[src/rtl/bit_op_arbiter.sv]
// bit_op_arbiter: round-robin arbiter that shares one 1-bit XOR unit among NUM_REQ requesters.
// Each accepted request is granted for one cycle and then occupies the unit for OP_LAT cycles.
// The result (operand ^ XOR_MASK) is then returned with the owner's index.
// Optional build macro BIT_OP_ARB_STATS_EN adds the op_count and last_mask_used outputs.
module bit_op_arbiter #(
    parameter int          NUM_REQ  = 4,
    parameter int unsigned XOR_MASK = 1,
    parameter int          OP_LAT   = 2
) (
    input  logic               clk,
    input  logic               rst,
    input  logic [NUM_REQ-1:0] req,
    input  logic [NUM_REQ-1:0] operand,
    output logic [NUM_REQ-1:0] grant,
    output logic               result_valid,
    output logic               result,
    output logic [2:0]         result_id,
    output logic               busy
`ifdef BIT_OP_ARB_STATS_EN
    ,
    output logic [15:0]        op_count,
    output logic [0:0]         last_mask_used
`endif
);

    // Only bit 0 of the mask is meaningful; wider overrides are truncated here.
    localparam logic [0:0] MaskBit = 1'(XOR_MASK % 2);
    localparam logic [3:0] CntInit = 4'(OP_LAT - 1);

    localparam logic [1:0] StIdle = 2'd0;
    localparam logic [1:0] StBusy = 2'd1;
    localparam logic [1:0] StDone = 2'd2;

    logic [1:0]         state_q, state_d;
    logic [3:0]         cnt_q, cnt_d;
    logic [2:0]         rr_ptr_q, rr_ptr_d;
    logic [NUM_REQ-1:0] grant_q, grant_d;
    logic               rv_q, rv_d;
    logic               result_q, result_d;
    logic [2:0]         result_id_q, result_id_d;
    logic               busy_q, busy_d;
    logic               cap_op_q, cap_op_d;
    logic [2:0]         cap_id_q, cap_id_d;

    // Winner selection: lowest set bit at or above rr_ptr, else lowest set bit overall (wrap).
    logic       hi_found, lo_found;
    logic [2:0] hi_idx, lo_idx;
    logic       hi_op, lo_op;
    logic [2:0] win_idx;
    logic       win_op;

    // Rotating-priority scan split into an upper and a wrapped lower group
    always_comb begin
        hi_found = 1'b0;
        lo_found = 1'b0;
        hi_idx   = 3'd0;
        lo_idx   = 3'd0;
        hi_op    = 1'b0;
        lo_op    = 1'b0;
        for (int i = 0; i < NUM_REQ; i++) begin
            if (req[i] && !lo_found) begin
                lo_found = 1'b1;
                lo_idx   = 3'(i);
                lo_op    = operand[i];
            end
            if (req[i] && (i >= int'(rr_ptr_q)) && !hi_found) begin
                hi_found = 1'b1;
                hi_idx   = 3'(i);
                hi_op    = operand[i];
            end
        end
        win_idx = hi_found ? hi_idx : lo_idx;
        win_op  = hi_found ? hi_op : lo_op;
    end

    // Next-state logic for the sequencer FSM and its output registers
    always_comb begin
        state_d     = state_q;
        cnt_d       = cnt_q;
        rr_ptr_d    = rr_ptr_q;
        grant_d     = '0;
        rv_d        = 1'b0;
        result_d    = result_q;
        result_id_d = result_id_q;
        cap_op_d    = cap_op_q;
        cap_id_d    = cap_id_q;

        case (state_q)
            StIdle: begin
                if (lo_found) begin
                    for (int i = 0; i < NUM_REQ; i++) begin
                        grant_d[i] = (win_idx == 3'(i));
                    end
                    cap_op_d = win_op;
                    cap_id_d = win_idx;
                    cnt_d    = CntInit;
                    state_d  = StBusy;
                end
            end
            StBusy: begin
                if (cnt_q == 4'd0) begin
                    state_d = StDone;
                end else begin
                    cnt_d = cnt_q - 4'd1;
                end
            end
            StDone: begin
                rv_d        = 1'b1;
                result_d    = cap_op_q ^ MaskBit;
                result_id_d = cap_id_q;
                rr_ptr_d    = (cap_id_q == 3'(NUM_REQ - 1)) ? 3'd0 : cap_id_q + 3'd1;
                state_d     = StIdle;
            end
            default: begin
                state_d = StIdle;
            end
        endcase

        busy_d = (state_d != StIdle);
    end

    // State and output registers; reset aborts any operation in flight
    always_ff @(posedge clk) begin
        if (rst) begin
            state_q     <= StIdle;
            cnt_q       <= 4'd0;
            rr_ptr_q    <= 3'd0;
            grant_q     <= '0;
            rv_q        <= 1'b0;
            result_q    <= 1'b0;
            result_id_q <= 3'd0;
            busy_q      <= 1'b0;
            cap_op_q    <= 1'b0;
            cap_id_q    <= 3'd0;
        end else begin
            state_q     <= state_d;
            cnt_q       <= cnt_d;
            rr_ptr_q    <= rr_ptr_d;
            grant_q     <= grant_d;
            rv_q        <= rv_d;
            result_q    <= result_d;
            result_id_q <= result_id_d;
            busy_q      <= busy_d;
            cap_op_q    <= cap_op_d;
            cap_id_q    <= cap_id_d;
        end
    end

    assign grant        = grant_q;
    assign result_valid = rv_q;
    assign result       = result_q;
    assign result_id    = result_id_q;
    assign busy         = busy_q;

`ifdef BIT_OP_ARB_STATS_EN
    logic [15:0] op_count_q;
    logic [0:0]  mask_used_q;

    // Completed-operation counter (wraps) and mask report
    always_ff @(posedge clk) begin
        if (rst) begin
            op_count_q  <= 16'd0;
            mask_used_q <= 1'b0;
        end else begin
            if (rv_d) begin
                op_count_q <= op_count_q + 16'd1;
            end
            mask_used_q <= MaskBit;
        end
    end

    assign op_count       = op_count_q;
    assign last_mask_used = mask_used_q;
`endif

    // Grant is one-hot and never coincides with a result pulse
    a_grant_onehot: assert property (@(posedge clk) disable iff (rst) $onehot0(grant));
    a_no_overlap: assert property (@(posedge clk) disable iff (rst) !((|grant) && result_valid));

endmodule
[config.mk]
export PLATFORM = sky130hd
export DESIGN_NAME = bit_op_arbiter
export DESIGN_NICKNAME = d
export VERILOG_FILES = /design/src/rtl/bit_op_arbiter.sv
export SDC_FILE = /design/constraint.sdc
export NUM_CORES = 1
export LEC_CHECK = 0
export CAP_MARGIN = 0
export CORE_MARGIN = 2
export CORE_UTILIZATION = 25
export DETAILED_ROUTE_END_ITERATION = 8
export SLEW_MARGIN = 15
export SYNTH_ARGS = -nofsm -noshare
export SYNTH_HDL_FRONTEND = slang
export SYNTH_SLANG_ARGS = --single-unit
export TNS_END_PERCENT = 30
[constraint.sdc]
create_clock -name clk -period 2.2 [get_ports clk]
set_input_delay 0.44 -clock clk [delete_from_list [all_inputs] [get_ports clk]]
set_output_delay 0.44 -clock clk [all_outputs]
set_load 0.1 [all_outputs]
==> impl_metrics.tcl <==
set metrics [dict create \
    status "finished clean" \
    p_total_mw 0.951 \
    path_max_fanout 11 \
    gp_congestion 0.791 \
    syn_area_um2 980 \
    crit_chain "clkdlybuf4s50_1, nor4_4, or2_1, o31ai_1, a211oi_1" \
    ys.flop_type "dfxtp_1" \
    busiest_layer "met2" \
    die_w_um 66.6 \
    clock-sinks 20 \
    crit_path_end "cap_op_q" \
    clockBufferDepth 2 \
    drive_above_1_share 0.162 \
    synth_edf_count 0 \
    use_met2 0.159 \
    setup_viol 0 \
    leakage_nw 0.511 \
    setup_slack_ns 0.300 \
    antenna_left 0 \
    via_per_inst 4.54 \
    cp_slowest_stage_delay_ns 0.55 \
    ys_seq_area_frac 0.409 \
    syn_to_final_growth_pct 24.0 \
    cp.required_ns 2.36 \
    antenna_found_initial 0 \
    grt_max_degree 12 \
    peakVddDrop_mv 0.409 \
    final.setup.tns_ns 0 \
    grt_overflow_total 0 \
    numPortBuffers 18 \
    seq_power_share 0.443 \
    start_util 0.264 \
    maxSlewViolCount 0 \
    cp-end-kind "flop" \
    ys_ff_latch 20 \
    grt_pass1_wl_um 3530 \
    crit_arrival_ns 2.06 \
    core-area_um2 3720 \
    cts_setup_buffers 0 \
    cts_tree "yes" \
    use_met3 0.0372 \
    netlist_top_cells_count "20 x dfxtp_1, 12 x nor2_1, 11 x a21oi_1, 8 x nand2_1" \
    share_comb_of_total_power 0.320 \
    p_sw_mw 0.329 \
    place_hpwl_um 1590 \
    fmax_ghz 0.526 \
    route.detailed.drc 0 \
    final_nets 145 \
    worstHoldPathType "flop to flop" \
    synth_top_cell_area_share 0.409 \
    num_vias 808 \
    cts_root_buffer "clkbuf_8" \
    cts_made_buffers 3 \
    avgRoutedWirePerCell_um 11.6 \
    drt-total-wl_um 2070 \
    rsz0062_at_grt "false" \
    worst-setup-path-type "input pin to flop" \
    clock_latency_ns 0.25 \
    synth_cells 113 \
    dp.cells 175 \
    power_density_nw_per_um2 783 \
    io_pins 20 \
    die_h_um 66.6 \
    final_hold_viol_count 0 \
    power.share.clock 0.238 \
    post-route-util 0.327 \
    ctsHoldBuffers 0 \
    grt_util_met1 0.140 \
    htreeDepth 1 \
    fill_cells 392 \
    switching_share 0.346 \
    antenna_cells 0 \
    synth_nets 126 \
    fin_skew_ns 0.000949 \
    r2r_start "state_q[0]" \
    hold_path_depth 2 \
    clkTransAtPathRegs_ns 0.07 \
    synth.most_common_cell "dfxtp_1" \
    crit_path_start "req[0]" \
    drtIter0Drc 18 \
    critical_path.startpoint_type "input pin" \
    internal-power_mw 0.622 \
    slowest_stage "clkdlybuf4s50_1" \
    critPathBufInv 1 \
    grt_pass1_vias 779 \
    period_share 0.864 \
    ctsResizeCount 0 \
    r2r-end "grant[2]" \
    cp.depth 5 \
    ff2ff_path_depth 4 \
    track_usage 0.103 \
    synth_area_leader_cell "dfxtp_1" \
    final_cells 178 \
    r2r_slack_ns 0.62 \
    cp_top_family "simple AND/OR/NAND/NOR gates" \
    yosys-top-cells-area "dfxtp_1 41%, a21oi_1 5.6%, nor2_1 4.6%, mux2i_1 4.1%, ha_1 3.8%" \
    yosysWarnings 0 \
    async_reset_ff_frac 0 \
    cap_violations 0 \
    num_rows 22 \
    dieArea_um2 4440 \
    post-place-ws_ns 0.0685 \
    period_needed_ns 1.90 \
    postSynthAreaPerCell_um2 8.67 \
    drtPass1Iterations 4 \
    synth.distinct_cells 38 \
]
## registers in the layout, indices dropped and copies added (netlist names)
| name | cells |
|---|---|
| result | 1 |
| state_q | 2 |
| cnt_q | 4 |
| cap_op_q | 1 |
| grant | 4 |
| result_id | 2 |
| result_valid | 1 |
| busy | 1 |
| rr_ptr_q | 2 |
| cap_id_q | 2 |
## final cells by class
cell class | instances | area, um2 | area share
tap | 48 | 60.1 | 0.0494
sequential | 20 | 400 | 0.330
clock buffer | 3 | 41.3 | 0.0340
timing repair buffer | 21 | 180 | 0.148
multi-input combinational | 80 | 510 | 0.420
inverter | 6 | 22.5 | 0.0185
## layer usage
layer / part of all wire / vias up / wire length [um]
met2: 0.44 / 19 / 918
li1: - / 417 / -
met1: 0.50 / 370 / 1020
met4: 0.0039 / 0 / 8
met5: 0 / - / 0
met3: 0.056 / 2 / 115
## cells by family after synthesis
logic type,count (synthesis),synth area share
compound gates,24,0.151
xor+xnor,2,0.0179
fa+ha+maj,3,0.0383
buf+inv,13,0.0702
flops,20,0.409
mux,5,0.0562
other cells,1,0.00383
simple gates,45,0.254
## power by group through the flow
stage               registers [mW]  logic, mW  clock network (mW)
finish                       0.421      0.304               0.226
global route                 0.425      0.336               0.257
CTS                          0.421      0.306               0.237
detailed placement           0.429      0.304                   0
global placement             0.428      0.297                   0
floorplan                    0.501      0.166                   0
## worst reg2reg max path: cells and delay by family (launching register included)
| kind | cells | cell delay, ns |
|---|---|---|
| and+or+nand+nor | 3 | 0.75 |
| AOI/OAI and AO/OA | 1 | 0.44 |
| DFF | 1 | 0.32 |
## through the flow
stage	cell area, um2	hold WS [ns]
floorplan	980	0.450
global placement	1170	0.476
detailed placement	1170	0.487
CTS	1210	0.496
global route	1210	0.533
finish	1210	0.494
## worst min-delay path by stage
stage	startpoint	endpoint	slack [ns]
after floorplan	cap_id_q[1]	cap_id_q[1]	0.45
after global placement	cnt_q[1]	cnt_q[1]	0.48
after detailed placement	cnt_q[1]	cnt_q[1]	0.49
after CTS	cnt_q[1]	cnt_q[1]	0.50
after global routing	cnt_q[1]	cnt_q[1]	0.53
final	cnt_q[1]	cnt_q[1]	0.49
## placed cells by master (no fill, tap or decap), drive strengths merged
cell / instances
a2111o: 1
a211oi: 1
a21o: 2
a21oi: 11
a311oi: 1
a31oi: 1
and2: 1
buf: 12
clkbuf: 3
clkdlybuf4s50: 9
conb: 1
dfxtp: 20
ha: 3
inv: 6
mux2: 1
mux2i: 4
nand2: 8
nand2b: 2
nand3: 4
nor2: 12
nor2b: 1
nor3: 6
nor3b: 1
nor4: 3
o21ai: 4
o21bai: 1
o31ai: 1
o41ai: 1
or2: 3
or2b: 2
or3: 1
or3b: 1
xor2: 2
Note: power is estimated with default switching activity, not from simulation.
